`src/rtl/uart_pkg.sv`:
```
// Shared constants, state encodings and parity helpers for the buffered UART.
package uart_pkg;

    // Register offsets relative to the I/O base address
    localparam logic [1:0] REG_STATUS = 2'd0;
    localparam logic [1:0] REG_DATA   = 2'd1;
    localparam logic [1:0] REG_CTRL   = 2'd2;

    // Parity modes held in CTRL[1:0]; 2'b11 behaves as no parity
    localparam logic [1:0] PAR_NONE = 2'b00;
    localparam logic [1:0] PAR_EVEN = 2'b01;
    localparam logic [1:0] PAR_ODD  = 2'b10;

    // STATUS register bit positions
    localparam int ST_TX_FULL    = 0;
    localparam int ST_TX_BUSY    = 1;
    localparam int ST_RX_AVAIL   = 2;
    localparam int ST_RX_OVERRUN = 3;
    localparam int ST_PARITY_ERR = 4;
    localparam int ST_FRAME_ERR  = 5;

    typedef enum logic [2:0] {
        TX_IDLE, TX_START, TX_DATA, TX_PARITY, TX_STOP1, TX_STOP2
    } tx_state_t;

    typedef enum logic [2:0] {
        RX_IDLE, RX_START, RX_DATA, RX_PARITY, RX_STOP
    } rx_state_t;

    function automatic logic parity_enabled(input logic [1:0] mode);
        return (mode == PAR_EVEN) || (mode == PAR_ODD);
    endfunction

    // Even parity is the XOR of the data bits; odd parity is its inverse
    function automatic logic parity_bit(input logic [7:0] data, input logic [1:0] mode);
        return (^data) ^ (mode == PAR_ODD);
    endfunction

endpackage

```
`src/rtl/uart_fifo.sv`:
```
// Synchronous show-ahead FIFO. The head entry is always visible on o_dout,
// so a pop returns the old head even when a push happens in the same cycle.
module uart_fifo #(
    parameter int DEPTH = 16,
    parameter int WIDTH = 8
) (
    input  logic             clk,
    input  logic             reset,
    input  logic             i_push,
    input  logic [WIDTH-1:0] i_din,
    input  logic             i_pop,
    output logic [WIDTH-1:0] o_dout,
    output logic             o_full,
    output logic             o_empty
);

    localparam int AW = (DEPTH > 1) ? $clog2(DEPTH) : 1;

    logic [WIDTH-1:0] r_mem [DEPTH];
    logic [AW-1:0]    r_wr_ptr;
    logic [AW-1:0]    r_rd_ptr;
    logic [AW:0]      r_count;
    logic             w_do_push;
    logic             w_do_pop;

    assign o_full  = (r_count == (AW+1)'(DEPTH));
    assign o_empty = (r_count == '0);
    assign o_dout  = r_mem[r_rd_ptr];

    // A push into a full FIFO is accepted only when a pop frees a slot in the same cycle
    assign w_do_pop  = i_pop & ~o_empty;
    assign w_do_push = i_push & (~o_full | i_pop);

    // Storage array, written on accepted pushes
    always_ff @(posedge clk) begin
        if (w_do_push) begin
            r_mem[r_wr_ptr] <= i_din;
        end
    end

    // Pointers wrap naturally because DEPTH is a power of two
    always_ff @(posedge clk or posedge reset) begin
        if (reset) begin
            r_wr_ptr <= '0;
            r_rd_ptr <= '0;
            r_count  <= '0;
        end else begin
            if (w_do_push) r_wr_ptr <= r_wr_ptr + 1'b1;
            if (w_do_pop)  r_rd_ptr <= r_rd_ptr + 1'b1;
            case ({w_do_push, w_do_pop})
                2'b10:   r_count <= r_count + 1'b1;
                2'b01:   r_count <= r_count - 1'b1;
                default: r_count <= r_count;
            endcase
        end
    end

endmodule

```
`src/rtl/uart_fifo_device.sv`:
```
// Buffered full-duplex UART on an 8-bit I/O bus: STATUS/DATA/CTRL registers,
// TX and RX FIFOs, shared 16x tick generator, TX and RX framing FSMs.
module uart_fifo_device
    import uart_pkg::*;
#(
    parameter int         CLK_HZ     = 25000000,
    parameter int         BAUD       = 115200,
    parameter logic [7:0] BASE       = 8'h10,
    parameter int         FIFO_DEPTH = 16
) (
    input  logic       clk,
    input  logic       reset,
    input  logic       enable,
    input  logic [7:0] address,
    input  logic       write,
    input  logic [7:0] dbus_in,
    output logic [7:0] dbus_out,
    input  logic       rx,
    output logic       tx
);

    localparam int DIV = CLK_HZ / (BAUD * 16);
    localparam int CW  = (DIV < 1) ? 1 : $clog2(DIV + 1);

    localparam logic [7:0] ADDR_STATUS = BASE + {6'd0, REG_STATUS};
    localparam logic [7:0] ADDR_DATA   = BASE + {6'd0, REG_DATA};
    localparam logic [7:0] ADDR_CTRL   = BASE + {6'd0, REG_CTRL};

    generate
        if (DIV < 1) begin : g_bad_div
            $error("uart_fifo_device: CLK_HZ/(BAUD*16) must be at least 1");
        end
        if (FIFO_DEPTH < 2 || FIFO_DEPTH > 256 || (FIFO_DEPTH & (FIFO_DEPTH - 1)) != 0) begin : g_bad_depth
            $error("uart_fifo_device: FIFO_DEPTH must be a power of two in 2..256");
        end
    endgenerate

    // ---------------- bus decode ----------------
    logic       r_en_prev;
    logic       w_access, w_rd, w_wr;
    logic       w_sel_status, w_sel_data, w_sel_ctrl;
    logic [2:0] r_ctrl;
    logic       r_frame_err, r_parity_err, r_overrun;
    logic [7:0] r_dbus_out;
    logic [7:0] w_status;

    assign w_access     = enable & ~r_en_prev;
    assign w_rd         = w_access & ~write;
    assign w_wr         = w_access & write;
    assign w_sel_status = (address == ADDR_STATUS);
    assign w_sel_data   = (address == ADDR_DATA);
    assign w_sel_ctrl   = (address == ADDR_CTRL);
    assign dbus_out     = r_dbus_out;

    // ---------------- FIFOs ----------------
    logic       w_tx_pop, w_txf_full, w_txf_empty;
    logic [7:0] w_txf_dout;
    logic       w_rx_push, w_rxf_pop, w_rxf_full, w_rxf_empty;
    logic [7:0] w_rxf_dout;
    logic [7:0] r_rx_data;

    assign w_rxf_pop = w_rd & w_sel_data & ~w_rxf_empty;

    uart_fifo #(.DEPTH(FIFO_DEPTH), .WIDTH(8)) u_tx_fifo (
        .clk     (clk),
        .reset   (reset),
        .i_push  (w_wr & w_sel_data),
        .i_din   (dbus_in),
        .i_pop   (w_tx_pop),
        .o_dout  (w_txf_dout),
        .o_full  (w_txf_full),
        .o_empty (w_txf_empty)
    );

    uart_fifo #(.DEPTH(FIFO_DEPTH), .WIDTH(8)) u_rx_fifo (
        .clk     (clk),
        .reset   (reset),
        .i_push  (w_rx_push),
        .i_din   (r_rx_data),
        .i_pop   (w_rxf_pop),
        .o_dout  (w_rxf_dout),
        .o_full  (w_rxf_full),
        .o_empty (w_rxf_empty)
    );

    // ---------------- tick generator ----------------
    logic [CW-1:0] r_tick_cnt;
    logic          w_tick;

    assign w_tick = (r_tick_cnt == CW'(DIV - 1));

    // Free-running divider producing one tick per 1/16 bit time
    always_ff @(posedge clk or posedge reset) begin
        if (reset)       r_tick_cnt <= '0;
        else if (w_tick) r_tick_cnt <= '0;
        else             r_tick_cnt <= r_tick_cnt + 1'b1;
    end

    // ---------------- TX FSM ----------------
    tx_state_t  r_tx_state, w_tx_state_next;
    logic [3:0] r_tx_tick, w_tx_tick_next;
    logic [2:0] r_tx_bit, w_tx_bit_next;
    logic [7:0] r_tx_data, w_tx_data_next;
    logic [2:0] r_tx_ctrl, w_tx_ctrl_next;
    logic       r_tx, w_tx_line, w_tx_load, w_tx_bit_done;

    assign w_tx_bit_done = w_tick & (r_tx_tick == 4'd15);
    assign tx            = r_tx;

    // TX next state: each state spans 16 ticks; the end of a frame reloads directly so frames run back-to-back
    always_comb begin
        w_tx_state_next = r_tx_state;
        w_tx_tick_next  = r_tx_tick;
        w_tx_bit_next   = r_tx_bit;
        w_tx_data_next  = r_tx_data;
        w_tx_ctrl_next  = r_tx_ctrl;
        w_tx_pop        = 1'b0;
        w_tx_line       = 1'b1;
        w_tx_load       = 1'b0;
        if (r_tx_state != TX_IDLE && w_tick) w_tx_tick_next = r_tx_tick + 4'd1;
        case (r_tx_state)
            TX_IDLE: w_tx_load = 1'b1;
            TX_START: begin
                w_tx_line = 1'b0;
                if (w_tx_bit_done) w_tx_state_next = TX_DATA;
            end
            TX_DATA: begin
                w_tx_line = r_tx_data[r_tx_bit];
                if (w_tx_bit_done) begin
                    w_tx_bit_next = r_tx_bit + 3'd1;
                    if (r_tx_bit == 3'd7)
                        w_tx_state_next = parity_enabled(r_tx_ctrl[1:0]) ? TX_PARITY : TX_STOP1;
                end
            end
            TX_PARITY: begin
                w_tx_line = parity_bit(r_tx_data, r_tx_ctrl[1:0]);
                if (w_tx_bit_done) w_tx_state_next = TX_STOP1;
            end
            TX_STOP1: begin
                if (w_tx_bit_done) begin
                    if (r_tx_ctrl[2]) w_tx_state_next = TX_STOP2;
                    else              w_tx_load = 1'b1;
                end
            end
            TX_STOP2: if (w_tx_bit_done) w_tx_load = 1'b1;
            default:  w_tx_state_next = TX_IDLE;
        endcase
        if (w_tx_load) begin
            if (!w_txf_empty) begin
                w_tx_pop        = 1'b1;
                w_tx_data_next  = w_txf_dout;
                w_tx_ctrl_next  = r_ctrl;
                w_tx_tick_next  = 4'd0;
                w_tx_bit_next   = 3'd0;
                w_tx_state_next = TX_START;
            end else begin
                w_tx_state_next = TX_IDLE;
            end
        end
    end

    // TX state register; the line output is registered so reset drives it high at once
    always_ff @(posedge clk or posedge reset) begin
        if (reset) begin
            r_tx_state <= TX_IDLE;
            r_tx_tick  <= 4'd0;
            r_tx_bit   <= 3'd0;
            r_tx_data  <= 8'h00;
            r_tx_ctrl  <= 3'd0;
            r_tx       <= 1'b1;
        end else begin
            r_tx_state <= w_tx_state_next;
            r_tx_tick  <= w_tx_tick_next;
            r_tx_bit   <= w_tx_bit_next;
            r_tx_data  <= w_tx_data_next;
            r_tx_ctrl  <= w_tx_ctrl_next;
            r_tx       <= w_tx_line;
        end
    end

    // ---------------- RX FSM ----------------
    rx_state_t  r_rx_state, w_rx_state_next;
    logic [3:0] r_rx_tick, w_rx_tick_next;
    logic [2:0] r_rx_bit, w_rx_bit_next;
    logic [7:0] w_rx_data_next;
    logic [1:0] r_rx_par, w_rx_par_next;
    logic       r_rx_par_bad, w_rx_par_bad_next;
    logic [1:0] r_rx_sync;
    logic       r_rx_prev;
    logic       w_rx_line, w_rx_fall, w_rx_sample;
    logic       w_set_frame, w_set_parity, w_set_overrun;

    assign w_rx_line     = r_rx_sync[1];
    assign w_rx_fall     = r_rx_prev & ~w_rx_line;
    assign w_rx_sample   = w_tick & (r_rx_tick == 4'd15);
    assign w_set_overrun = w_rx_push & w_rxf_full & ~w_rxf_pop;

    // Two-flop synchroniser plus a delayed copy for falling-edge detection
    always_ff @(posedge clk or posedge reset) begin
        if (reset) begin
            r_rx_sync <= 2'b11;
            r_rx_prev <= 1'b1;
        end else begin
            r_rx_sync <= {r_rx_sync[0], rx};
            r_rx_prev <= w_rx_line;
        end
    end

    // RX next state: verify mid start bit after 8 ticks, then sample every 16 ticks
    always_comb begin
        w_rx_state_next   = r_rx_state;
        w_rx_tick_next    = r_rx_tick;
        w_rx_bit_next     = r_rx_bit;
        w_rx_data_next    = r_rx_data;
        w_rx_par_next     = r_rx_par;
        w_rx_par_bad_next = r_rx_par_bad;
        w_rx_push         = 1'b0;
        w_set_frame       = 1'b0;
        w_set_parity      = 1'b0;
        if (r_rx_state != RX_IDLE && w_tick) w_rx_tick_next = r_rx_tick + 4'd1;
        case (r_rx_state)
            RX_IDLE: begin
                if (w_rx_fall) begin
                    w_rx_state_next   = RX_START;
                    w_rx_tick_next    = 4'd0;
                    w_rx_bit_next     = 3'd0;
                    w_rx_par_next     = r_ctrl[1:0];
                    w_rx_par_bad_next = 1'b0;
                end
            end
            RX_START: begin
                if (w_tick && r_rx_tick == 4'd7) begin
                    w_rx_tick_next = 4'd0;
                    if (w_rx_line) w_rx_state_next = RX_IDLE;
                    else           w_rx_state_next = RX_DATA;
                end
            end
            RX_DATA: begin
                if (w_rx_sample) begin
                    w_rx_data_next = {w_rx_line, r_rx_data[7:1]};
                    w_rx_bit_next  = r_rx_bit + 3'd1;
                    if (r_rx_bit == 3'd7)
                        w_rx_state_next = parity_enabled(r_rx_par) ? RX_PARITY : RX_STOP;
                end
            end
            RX_PARITY: begin
                if (w_rx_sample) begin
                    w_rx_par_bad_next = (w_rx_line != parity_bit(r_rx_data, r_rx_par));
                    w_rx_state_next   = RX_STOP;
                end
            end
            RX_STOP: begin
                if (w_rx_sample) begin
                    w_rx_push       = 1'b1;
                    w_set_frame     = ~w_rx_line;
                    w_set_parity    = r_rx_par_bad;
                    w_rx_state_next = RX_IDLE;
                end
            end
            default: w_rx_state_next = RX_IDLE;
        endcase
    end

    // RX state register
    always_ff @(posedge clk or posedge reset) begin
        if (reset) begin
            r_rx_state   <= RX_IDLE;
            r_rx_tick    <= 4'd0;
            r_rx_bit     <= 3'd0;
            r_rx_data    <= 8'h00;
            r_rx_par     <= PAR_NONE;
            r_rx_par_bad <= 1'b0;
        end else begin
            r_rx_state   <= w_rx_state_next;
            r_rx_tick    <= w_rx_tick_next;
            r_rx_bit     <= w_rx_bit_next;
            r_rx_data    <= w_rx_data_next;
            r_rx_par     <= w_rx_par_next;
            r_rx_par_bad <= w_rx_par_bad_next;
        end
    end

    // ---------------- registers ----------------
    // STATUS word assembled from live FIFO state and sticky flags
    always_comb begin
        w_status                = 8'h00;
        w_status[ST_TX_FULL]    = w_txf_full;
        w_status[ST_TX_BUSY]    = ~w_txf_empty | (r_tx_state != TX_IDLE);
        w_status[ST_RX_AVAIL]   = ~w_rxf_empty;
        w_status[ST_RX_OVERRUN] = r_overrun;
        w_status[ST_PARITY_ERR] = r_parity_err;
        w_status[ST_FRAME_ERR]  = r_frame_err;
    end

    // Strobe edge detect, CTRL register and sticky flags (a new error wins over a same-cycle clear)
    always_ff @(posedge clk or posedge reset) begin
        if (reset) begin
            r_en_prev    <= 1'b0;
            r_ctrl       <= 3'd0;
            r_frame_err  <= 1'b0;
            r_parity_err <= 1'b0;
            r_overrun    <= 1'b0;
        end else begin
            r_en_prev <= enable;
            if (w_wr && w_sel_ctrl) r_ctrl <= dbus_in[2:0];
            if (w_wr && w_sel_status) begin
                r_frame_err  <= 1'b0;
                r_parity_err <= 1'b0;
                r_overrun    <= 1'b0;
            end
            if (w_set_frame)   r_frame_err  <= 1'b1;
            if (w_set_parity)  r_parity_err <= 1'b1;
            if (w_set_overrun) r_overrun    <= 1'b1;
        end
    end

    // Read data register, updated only by reads of a mapped address
    always_ff @(posedge clk or posedge reset) begin
        if (reset) begin
            r_dbus_out <= 8'h00;
        end else if (w_rd) begin
            if (w_sel_status)    r_dbus_out <= w_status;
            else if (w_sel_data) r_dbus_out <= w_rxf_empty ? 8'h00 : w_rxf_dout;
            else if (w_sel_ctrl) r_dbus_out <= {5'b00000, r_ctrl};
        end
    end

endmodule

```
`config.mk`:
```
export PLATFORM = sky130hd
export DESIGN_NAME = uart_fifo_device
export DESIGN_NICKNAME = d
export VERILOG_FILES = /design/src/rtl/uart_pkg.sv /design/src/rtl/uart_fifo.sv /design/src/rtl/uart_fifo_device.sv
export SDC_FILE = /design/constraint.sdc
export NUM_CORES = 1
export LEC_CHECK = 0
export BUFFER_PORTS_ARGS = -buffer_cell sky130_fd_sc_hd__buf_2
export CORE_MARGIN = 1.5
export CORE_UTILIZATION = 51
export CTS_BUF_LIST = sky130_fd_sc_hd__clkbuf_4 sky130_fd_sc_hd__clkbuf_8
export DETAILED_ROUTE_END_ITERATION = 7
export PLACE_DENSITY_LB_ADDON = 0.08
export SYNTH_ARGS = -nofsm -noshare
export SYNTH_HDL_FRONTEND = slang
export SYNTH_SLANG_ARGS = --single-unit
```
`constraint.sdc`:
```
create_clock -name clk -period 7.8 [get_ports clk]
set_clock_uncertainty 0.15 [all_clocks]
set_input_delay 0.78 -clock clk [delete_from_list [all_inputs] [get_ports clk]]
set_output_delay 0.78 -clock clk [all_outputs]
set_load 0.02 [all_outputs]
```
==> flow_metrics.env, run 1 <==
export IMPL_port_buffers=29
export IMPL_final_core_util_pct=58.1
export IMPL_via_per_inst=5.76
export IMPL_initial_utilization_pct=52.1
export IMPL_worstSkewPairLatency_ps=580
export IMPL_dpl_hpwl_um=19500
export IMPL_vias=7826
export IMPL_clock_path_buffers=3
export IMPL_rsz0062_at_grt="false"
export IMPL_clk_pin_slew_worst_paths_ps=50
export IMPL_pre_cts_ws_ps=3210
export IMPL_drc=0
export IMPL_die_y_um=172
export IMPL_grt_antenna_before_repair=0
export IMPL_setup_viol=0
export IMPL_synthesis_area_um2=14600
export IMPL_min_path_type="in -> async"
export IMPL_required_ps=8150
export IMPL_fmaxAchievable_ghz=0.221
export IMPL_grt_pass1_vias=8205
export IMPL_finalCritPeriodShare_pct=58.1
export IMPL_maxSlewViolCount=0
export IMPL_synth_top_family_by_area="multiplexers"
export IMPL_drtIter0Drc=549
export IMPL_yosys_cell_count_top_type="edfxtp_1"
export IMPL_relSlewSlack_pct=27.7
export IMPL_syn_nets=924
export IMPL_totalNegativeSetupSlack_ps=0
export IMPL_pin_count=30
export IMPL_synth_area_leader_cell="edfxtp_1"
export IMPL_htree_levels=2
export IMPL_detail_route_antenna_nets=0
export IMPL_cts_tree="yes"
export IMPL_ir_drop_mv=0.128
export IMPL_synth_warnings=0
export IMPL_synth_ff_type="edfxtp_1"
export IMPL_fin_crit_ps=4530
export IMPL_powerDensity_nw_per_um2=222
export IMPL_async_flop_share_pct=26.2
export IMPL_grt_use_total_pct=21.5
export IMPL_clock_sinks=347
export IMPL_dpl_cell_area_um2=15200
export IMPL_synth_top_area_share_pct=52.7
export IMPL_cts_buffers_inserted=56
export IMPL_synthSimpleGateAreaFrac_pct=6.81
export IMPL_post_cts_resized=0
export IMPL_grt_overflow_total=0
export IMPL_muxShareOfSynthArea_pct=13.1
export IMPL_cts_setup_buffers=0
export IMPL_die_w_um=172
export IMPL_power_mw=3.62
export IMPL_startpoint_type="flop"
export IMPL_maxCapViolations=0
export IMPL_cp_max_fo=21
export IMPL_synth_cell_type_count=58
export IMPL_grt_pass1_wl_um=47200
export IMPL_area_growth_synth_to_final_pct=11.5
export IMPL_p_leak_nw=6.27
export IMPL_synth_seq_cells=347
export IMPL_worst_pin_slew_ps=1080
export IMPL_synth_edf_count=256
export IMPL_final_cell_area_um2=16300
export IMPL_synth_fa_ha_area_share_pct=2.54
export IMPL_drtPass1Iterations=5
export IMPL_final_nets=984
export IMPL_routabilityCongestion=0.804
export IMPL_status="complete, no violations"
export IMPL_syn_inst=874
export IMPL_finalHoldViolCount=0
export IMPL_synth_area_per_cell_um2=16.7
export IMPL_wl_per_cell_um=22.2
export IMPL_row_count=61
export IMPL_synthXorXnorAreaFrac_pct=2.88
export IMPL_synthTopCellsByArea="edfxtp_1 (53%), dfrtp_1 (15%), mux4_2 (9.7%), ha_1 (2.4%), xnor2_1 (2.0%)"
export IMPL_root_buffer="clkbuf_8"
export IMPL_synth_seq_area_share_pct=68.3
export IMPL_ctsHoldBuffers=0
export IMPL_core_area_um2=28000
export IMPL_critPathArrivalTime_ps=4880
export IMPL_drive_above_1_share_pct=23.2
export IMPL_wl_um=30200
export IMPL_die_area_um2=29700
export IMPL_end_kind="flop"
export IMPL_netlist_top_cells_count="edfxtp_1 (256), dfrtp_1 (87), mux4_2 (63), nand2_1 (53), nor2_1 (39)"
export IMPL_synth_compound_area_share_pct=4.73
export IMPL_grt_max_degree=60
export IMPL_n_antenna_cell=0
export IMPL_critPathKind="reg -> reg"
export IMPL_layout_setup_ws_ps=3270
-- sequential cells by signal, indices dropped and copies added (netlist names), 4 cells and up --
| register | cells |
|---|---|
| r_rx_data | 8 |
| r_tx_data | 8 |
| u_rx_fifo.r_mem | 128 |
| dbus_out | 8 |
| r_tx_tick | 4 |
| u_tx_fifo.r_rd_ptr | 4 |
| u_rx_fifo.r_wr_ptr | 4 |
| r_rx_tick | 4 |
| u_tx_fifo.r_wr_ptr | 4 |
| u_rx_fifo.r_count | 5 |
| u_rx_fifo.r_rd_ptr | 4 |
| u_tx_fifo.r_mem | 128 |
| r_tick_cnt | 4 |
| u_tx_fifo.r_count | 5 |
-- final cells by class --
type                    count  area (um^2)
flip-flops and latches    347         9970
clock buffers              82         1000
fillers                  2132        11700
multi-input cells         469         4390
repair buffers             43          250
well taps                 378          473
inverters                  17         66.3
clock inverters            23          130
-- per-stage QoR --
stage | hold WS (ps) | cells
after floorplan | 195 | 874
after global placement | 198 | 1254
after detailed placement | 197 | 1254
after CTS | 23.3 | 1359
after global routing | 49.5 | 1359
final | 46.7 | 1359
-- metal layers --
| layer | wire [um] | share of wire [%] | GRT usage [%] | up-vias |
|---|---|---|---|---|
| met3 | 1400 | 4.6 | 3.80 | 46 |
| met2 | 14400 | 48 | 34.2 | 190 |
| met5 | 0 | 0 | 0 | - |
| met1 | 13900 | 46 | 30.9 | 4060 |
| li1 | - | - | - | 3530 |
| met4 | 469 | 1.6 | 5.60 | 0 |
-- power by group --
part / switching, mW / internal (mW) / total, mW
Clock: 0.695 / 0.857 / 1.55
Combinational: 0.0453 / 0.0230 / 0.0683
Sequential: 0.0146 / 1.99 / 2.00
Total: 0.755 / 2.87 / 3.62
-- worst max-delay path, cell delays in order, from the launching register on --
cell,delay (ps)
dfrtp_1,410
inv_1,100
ha_1,190
nand3_1,340
or4b_1,660
a211oi_2,890
inv_1,170
ha_1,350
xor2_1,180
ha_1,250
inv_1,50
o21ai_0,70
a211o_1,300
a31oi_1,190
xnor2_1,140
-- cells in the final DEF, fill, tap and decap left out, drive strengths merged, types with 6 or more instances in the layout --
master  instances
nand2          53
dfrtp          87
xor2           15
edfxtp        256
nor2b          16
and3           18
mux2i          16
nor3            6
clkinv         20
nor4b           6
inv            17
a21oi          18
clkbuf         82
mux4           69
a221oi         12
mux2           15
o21ai          34
nand4           9
and2           10
xnor2          33
nor2           39
ha             28
nand3           8
a22o           12
buf            43
nor3b           7
-- kinds of logic after synthesis --
group / Yosys count
simple gates: 189
mux: 100
flops: 347
fa+ha+maj: 29
xor+xnor: 48
compound gates: 103
buf+inv: 58
-- final timing paths --
path / from / to / slack, ps / cells after the start
max: r_tick_cnt[0] / u_tx_fifo.r_count[4] / 3270 / 14
min: reset / r_rx_tick[1] / 50 / 2
max reg2reg: r_tick_cnt[0] / u_tx_fifo.r_count[4] / 3270 / 14
min reg2reg: r_rx_sync[0] / r_rx_sync[1] / 200 / 0
max in group asynchronous: reset / u_tx_fifo.r_rd_ptr[0] / 6310 / 3
min in group clk: rx / r_rx_sync[0] / 150 / 1
No activity file was read; power rests on OpenSTA's default activity.
==> run 2, diff against run 1 <==
--- a/config.mk
+++ b/config.mk
@@ -5,6 +5,7 @@
 export SDC_FILE = /design/constraint.sdc
 export NUM_CORES = 1
 export LEC_CHECK = 0
+export ABC_AREA = 1
 export BUFFER_PORTS_ARGS = -buffer_cell sky130_fd_sc_hd__buf_2
 export CORE_MARGIN = 1.5
 export CORE_UTILIZATION = 51
==> constraint.sdc (replaced) <==
create_clock -name clk -period 3.9 [get_ports clk]
set_clock_uncertainty 0.15 [all_clocks]
set_input_delay 0.39 -clock clk [delete_from_list [all_inputs] [get_ports clk]]
set_output_delay 0.39 -clock clk [all_outputs]
set_load 0.02 [all_outputs]
==> run 2 against run 1 <==
Count of clock-buffer cells in the layout shrank 5; first-iteration DRC count grew 73%; worst setup slack lost 2400 ps; cell count grew 46%; total power grew 110%; combinational power grew to 5.5 times the previous value; critical path type unchanged; register-to-register slack lost 2400 ps; via count grew 35%.
==> flow_metrics.env, run 2 <==
export IMPL_critPathArrivalTime_ps=3440
export IMPL_maxSlewViolCount=0
export IMPL_p_leak_nw=7.22
export IMPL_status="complete, no violations"
export IMPL_drive_above_1_share_pct=12.5
export IMPL_synth_top_area_share_pct=49.1
export IMPL_cts_buffers_inserted=56
export IMPL_ir_drop_mv=0.326
export IMPL_pre_cts_ws_ps=836
export IMPL_synth_edf_count=256
export IMPL_min_path_type="in -> reg"
export IMPL_grt_busiest_layer="met2"
export IMPL_detail_route_antenna_nets=0
export IMPL_area_growth_synth_to_final_pct=11.0
export IMPL_finalHoldViolCount=0
export IMPL_finalCritPeriodShare_pct=78.8
export IMPL_dp_cells=1882
export IMPL_fin_cells=1990
export IMPL_wl_um=34500
export IMPL_n_antenna_cell=0
export IMPL_rsz0062_at_grt="false"
export IMPL_clock_sinks=347
export IMPL_gr_usage_met1_pct=33.7
export IMPL_wl_per_cell_um=17.3
export IMPL_relSlewSlack_pct=26.2
export IMPL_fin_crit_ps=3070
export IMPL_use_met2_pct=34.5
export IMPL_grt_max_degree=79
export IMPL_cts_setup_buffers=0
export IMPL_totalNegativeSetupSlack_ps=0
export IMPL_final_common_cell="nand2_1"
export IMPL_post_cts_resized=0
export IMPL_end_kind="flop"
export IMPL_powerDensity_nw_per_um2=436
export IMPL_htree_levels=2
export IMPL_largest_registers="u_rx_fifo.r_mem (128), u_tx_fifo.r_mem (128)"
export IMPL_worstSkewPairLatency_ps=610
export IMPL_die_y_um=178
export IMPL_synth_area_leader_cell="edfxtp_1"
export IMPL_die_w_um=178
export IMPL_dpl_hpwl_um=21300
export IMPL_worst_pin_slew_ps=1110
export IMPL_pin_count=30
export IMPL_dpl_cell_area_um2=16200
export IMPL_required_ps=4270
export IMPL_layout_setup_ws_ps=827
export IMPL_ctsHoldBuffers=3
export IMPL_root_buffer="clkbuf_8"
export IMPL_synth_compound_area_share_pct=7.02
export IMPL_muxShareOfSynthArea_pct=0.831
export IMPL_fmaxAchievable_ghz=0.325
export IMPL_clock_path_buffers=3
export IMPL_synth_cell_type_count=49
export IMPL_row_count=63
export IMPL_synthXorXnorAreaFrac_pct=1.96
export IMPL_synth_area_per_cell_um2=10.5
export IMPL_final_cell_area_um2=17400
export IMPL_met3_usage_pct=3.37
export IMPL_synthSimpleGateAreaFrac_pct=18.7
export IMPL_netlist_top_cells_count="nand2_1 (284), edfxtp_1 (256), nor2_1 (199), inv_1 (146), nand3_1 (126)"
export IMPL_vias=10600
export IMPL_drc=0
export IMPL_async_flop_share_pct=26.2
export IMPL_synth_ff_type="edfxtp_1"
export IMPL_grt_antenna_before_repair=0
export IMPL_grt_pass1_vias=10200
export IMPL_cts_tree="yes"
export IMPL_synthTopCellsByArea="edfxtp_1 (49%), dfrtp_1 (14%), nand2_1 (6.8%), nor2_1 (4.8%), nand3_1 (4.0%)"
export IMPL_via_per_inst=5.31
export IMPL_routabilityCongestion=0.849
export IMPL_clk_pin_slew_worst_paths_ps=60
export IMPL_syn_nets=1546
export IMPL_synth_top_family_by_area="simple AND/OR/NAND/NOR gates"
export IMPL_synth_fa_ha_area_share_pct=2.36
export IMPL_final_core_util_pct=58.0
export IMPL_synthesis_area_um2=15700
export IMPL_grt_overflow_total=0
export IMPL_synth_seq_cells=347
export IMPL_cp_max_fo=10
export IMPL_port_buffers=29
export IMPL_yosys_cell_count_top_type="nand2_1"
export IMPL_startpoint_type="flop"
export IMPL_maxCapViolations=0
export IMPL_final_cell_mix="nand2_1 (284), edfxtp_1 (256), nor2_1 (199), inv_1 (145), nand3_1 (126)"
export IMPL_syn_inst=1496
export IMPL_drtPass1Iterations=5
export IMPL_die_area_um2=31800
export IMPL_initial_utilization_pct=52.3
export IMPL_grt_use_total_pct=22.5
export IMPL_final_nets=1603
export IMPL_synth_warnings=0
export IMPL_setup_viol=0
export IMPL_grt_pass1_wl_um=55000
export IMPL_drtIter0Drc=950
export IMPL_synth_seq_area_share_pct=63.7
export IMPL_critPathKind="reg -> reg"
export IMPL_core_area_um2=30000
run 2: changes by cell type after synthesis, sizes merged, moves of 17 or more:
cell    previous run  this run
xnor2             33        11
nor2              39       204
mux4              69         0
inv               17       150
o21ai             34       121
and3              18         1
nand2             53       296
o211ai             3        42
nand3              8       134
run 2: logic make-up after synthesis:
logic type,count (synthesis)
mux,10
buf+inv,211
simple gates,670
fa+ha+maj,29
flops,347
xor+xnor,35
compound gates,194
run 2: final cells by class:
class | count | area, um^2
fillers | 2562 | 12600
flip-flops and latches | 347 | 9970
multi-input cells | 938 | 4830
clock buffers | 77 | 953
inverters | 154 | 583
well taps | 390 | 488
repair buffers | 56 | 355
clock inverters | 28 | 194
run 2: worst paths after layout:
check	start	to	slack, ps	depth (start not counted)
hold / removal	dbus_in[3]	u_tx_fifo.r_mem[4][3]	40	1
setup reg to reg	r_tick_cnt[0]	u_rx_fifo.r_count[4]	830	15
setup / recovery	r_tick_cnt[0]	u_rx_fifo.r_count[4]	830	15
hold reg to reg	r_rx_sync[0]	r_rx_sync[1]	220	0
max in group asynchronous	reset	r_tx_tick[0]	2400	4
min in group asynchronous	reset	r_rx_state[2]	440	3
run 2: worst max-delay path, cell delays in order, from the launching register on:
cell and delay (ps):
dfrtp_1 390, inv_1 80, ha_1 190, nand3_4 120, nor3_4 300, nand2_2 150, clkinv_2 170, nand2_2 100
ha_1 280, fa_1 470, nand2_1 100, nand2_1 50, a21oi_1 150, xor2_1 160, nand2_1 60, o21ai_0 70
run 2: layer usage:
| metal | vias to the layer above | share of wire, % | wire (um) |
|---|---|---|---|
| met5 | - | 0 | 0 |
| met4 | 0 | 1.9 | 641 |
| met3 | 60 | 6.2 | 2150 |
| met2 | 299 | 45 | 15500 |
| met1 | 5032 | 47 | 16200 |
| li1 | 5166 | - | - |
run 2: through the flow:
stage	hold WS, ps	total power [mW]
global placement	197	4.46
CTS	11.4	7.64
finish	36.3	7.58
floorplan	195	4.35
detailed placement	203	4.47
global route	21.3	7.86
run 2: where the power goes:
part | internal [mW] | switching (mW) | total, mW
registers | 3.99 | 0.0307 | 4.02
logic | 0.117 | 0.260 | 0.377
clock network | 1.73 | 1.45 | 3.18
==> run 3, diff against run 2 <==
==> constraint.sdc (replaced) <==
create_clock -name clk -period 2.95 [get_ports clk]
set_clock_uncertainty 0.15 [all_clocks]
set_input_delay 0.295 -clock clk [delete_from_list [all_inputs] [get_ports clk]]
set_output_delay 0.295 -clock clk [all_outputs]
set_load 0.02 [all_outputs]
==> run 3 against run 2 <==
Via count rose by 2.7%; design area rose by 2.6%; die area did not move; total power rose by 32%; count of clock-buffer cells in the layout rose by 18; critical path depth did not move; sequential power rose by 32%; core utilization rose by 1.5 points; sequential share of layout area fell by 1.4 points; wire length rose by 3.2%.
==> flow_metrics.env, run 3 (same netlist as run 2, synthesis figures left out) <==
export IMPL_die_w_um=178
export IMPL_cts_tree="yes"
export IMPL_cp_max_fo=5
export IMPL_fmaxAchievable_ghz=0.364
export IMPL_setup_viol=0
export IMPL_final_nets=1652
export IMPL_startpoint_type="flop"
export IMPL_row_count=63
export IMPL_detail_route_antenna_nets=0
export IMPL_p_int_mw=7.75
export IMPL_root_buffer="clkbuf_8"
export IMPL_cts_setup_buffers=0
export IMPL_drtIter0Drc=771
export IMPL_worst_pin_slew_ps=839
export IMPL_grt_pass1_vias=10300
export IMPL_wl_um=35600
export IMPL_finalHoldViolCount=0
export IMPL_rsz0062_at_grt="false"
export IMPL_core_area_um2=30000
export IMPL_clk_pin_slew_worst_paths_ps=60
export IMPL_cp_num_buf_inv=2
export IMPL_maxCapViolations=0
export IMPL_cts_buffers_inserted=57
export IMPL_pre_cts_ws_ps=34.9
export IMPL_totalNegativeSetupSlack_ps=0
export IMPL_combPwrFrac_pct=5.2
export IMPL_maxSlewViolCount=0
export IMPL_layout_setup_ws_ps=204
export IMPL_area_growth_synth_to_final_pct=13.8
export IMPL_die_y_um=178
export IMPL_fin_crit_ps=2750
export IMPL_vias=10800
export IMPL_p_switching_mw=2.24
export IMPL_slowest_stage="dfrtp_1"
export IMPL_drive_above_1_share_pct=15.1
export IMPL_relSlewSlack_pct=44.0
export IMPL_grt_pass1_wl_um=56400
export IMPL_end_kind="flop"
export IMPL_clockPowerShare_pct=41.6
export IMPL_status="complete, no violations"
export IMPL_final_cell_mix="nand2_1 (284), edfxtp_1 (256), nor2_1 (199), inv_1 (145), nand3_1 (126)"
export IMPL_required_ps=3300
export IMPL_critPathMaxStageDelay_ps=390
export IMPL_critPathArrivalTime_ps=3100
export IMPL_grt_antenna_before_repair=0
export IMPL_min_path_type="in -> reg"
export IMPL_finalCritPeriodShare_pct=93.1
export IMPL_die_area_um2=31800
export IMPL_routabilityCongestion=0.803
export IMPL_powerDensity_nw_per_um2=561
export IMPL_ir_drop_mv=0.379
export IMPL_drtPass1Iterations=5
export IMPL_clock_path_buffers=3
export IMPL_fillCellCount=2534
export IMPL_p_sw_share_pct=22.4
export IMPL_path_cells="inv_1, ha_2, nand3_4, nor3_4, nand2_2, clkinv_2, nand2_2, ha_4, fa_2, nand2_1, nand2_1, a21oi_2, xor2_1, nand2_1, o21ai_0"
export IMPL_p_leak_nw=7.48
export IMPL_pin_count=30
export IMPL_n_antenna_cell=0
export IMPL_cp_top_family="adder cells"
export IMPL_final_core_util_pct=59.5
export IMPL_final_common_cell="nand2_1"
export IMPL_clock_sinks=347
export IMPL_largest_registers="u_rx_fifo.r_mem (128), u_tx_fifo.r_mem (128)"
export IMPL_dpl_hpwl_um=22500
export IMPL_p_seq_share_pct=53.2
export IMPL_worstSkewPairLatency_ps=600
export IMPL_initial_utilization_pct=52.3
export IMPL_critPathKind="reg -> reg"
export IMPL_via_per_inst=5.32
export IMPL_grt_use_total_pct=23.1
export IMPL_drc=0
export IMPL_port_buffers=29
export IMPL_wl_per_cell_um=17.4
export IMPL_htree_levels=2
export IMPL_grt_max_degree=71
export IMPL_grt_overflow_total=0
export IMPL_path_common_cell="nand2_1"
## run 3: changes by cell type in the layout (fill, tap and decap cells not counted), moves of 7 or more
cell           previous run  this run
clkbuf_4                 17        36
clkinv_2                 11         2
dlygate4sd3_1             3        14
clkinv_1                 16         9
buf_4                    24        58
## run 3: per-layer routing
metal  share of wire [%]  track usage, %  vias to the layer above
li1                    -               -                     5269
met1                  46            33.9                     5208
met2                  45            35.8                      305
met3                 6.2            3.43                       60
met4                 2.0            6.63                        0
met5                   0               0                        -
## run 3: final cells by class
type                            count  area [um^2]  share of cell area, %
Clock buffer                       95         1080                   6.07
Clock inverter                     10         62.6                  0.351
Inverter                          154          583                   3.27
Multi-Input combinational cell    938         4860                   27.2
Sequential cell                   347         9970                   55.9
Tap cell                          390          488                   2.74
Timing Repair Buffer              104          781                   4.38
## run 3: stage by stage
step	area [um^2]	cells	power [mW]	hold slack, ps
finish	17800	2038	9.99	32.0
global route	17800	2038	10.4	39.9
CTS	17800	2038	10.1	4.47
detailed placement	16500	1919	5.92	209
global placement	16500	1919	5.91	214
floorplan	15700	1496	5.76	149
## run 3: timing repair
item	in CTS	in global routing
endpoints found under the setup margin	0	2
hold endpoints to repair	178	0
hold buffers	14	0
resized for setup	0	6
## run 3: power groups by stage
stage	combinational (mW)	sequential (mW)	clock, mW
2_1_floorplan	0.347	5.41	0
3_3_place_gp	0.499	5.41	0
3_5_place_dp	0.506	5.41	0
4_1_cts	0.522	5.32	4.25
5_1_grt	0.596	5.32	4.45
6_report	0.518	5.32	4.16
## run 3: tightest hold or removal path, cell delays in order
cell     delay, ps
buf_2           80
nor2_2          50
nand3_4        110
nor2_4          60
nand2_1         80
a21oi_1         60
## run 3: path summary, 6_finish.rpt
path / depth (start not counted) / slack, ps / startpoint / end
max in group asynchronous: 4 / 1790 / reset / r_rx_prev
hold / removal: 6 / 30 / address[3] / dbus_out[1]
setup reg to reg: 15 / 200 / r_tick_cnt[0] / u_rx_fifo.r_count[4]
setup / recovery: 15 / 200 / r_tick_cnt[0] / u_rx_fifo.r_count[4]
min in group asynchronous: 3 / 200 / reset / dbus_out[2]
hold reg to reg: 0 / 220 / r_rx_sync[0] / r_rx_sync[1]
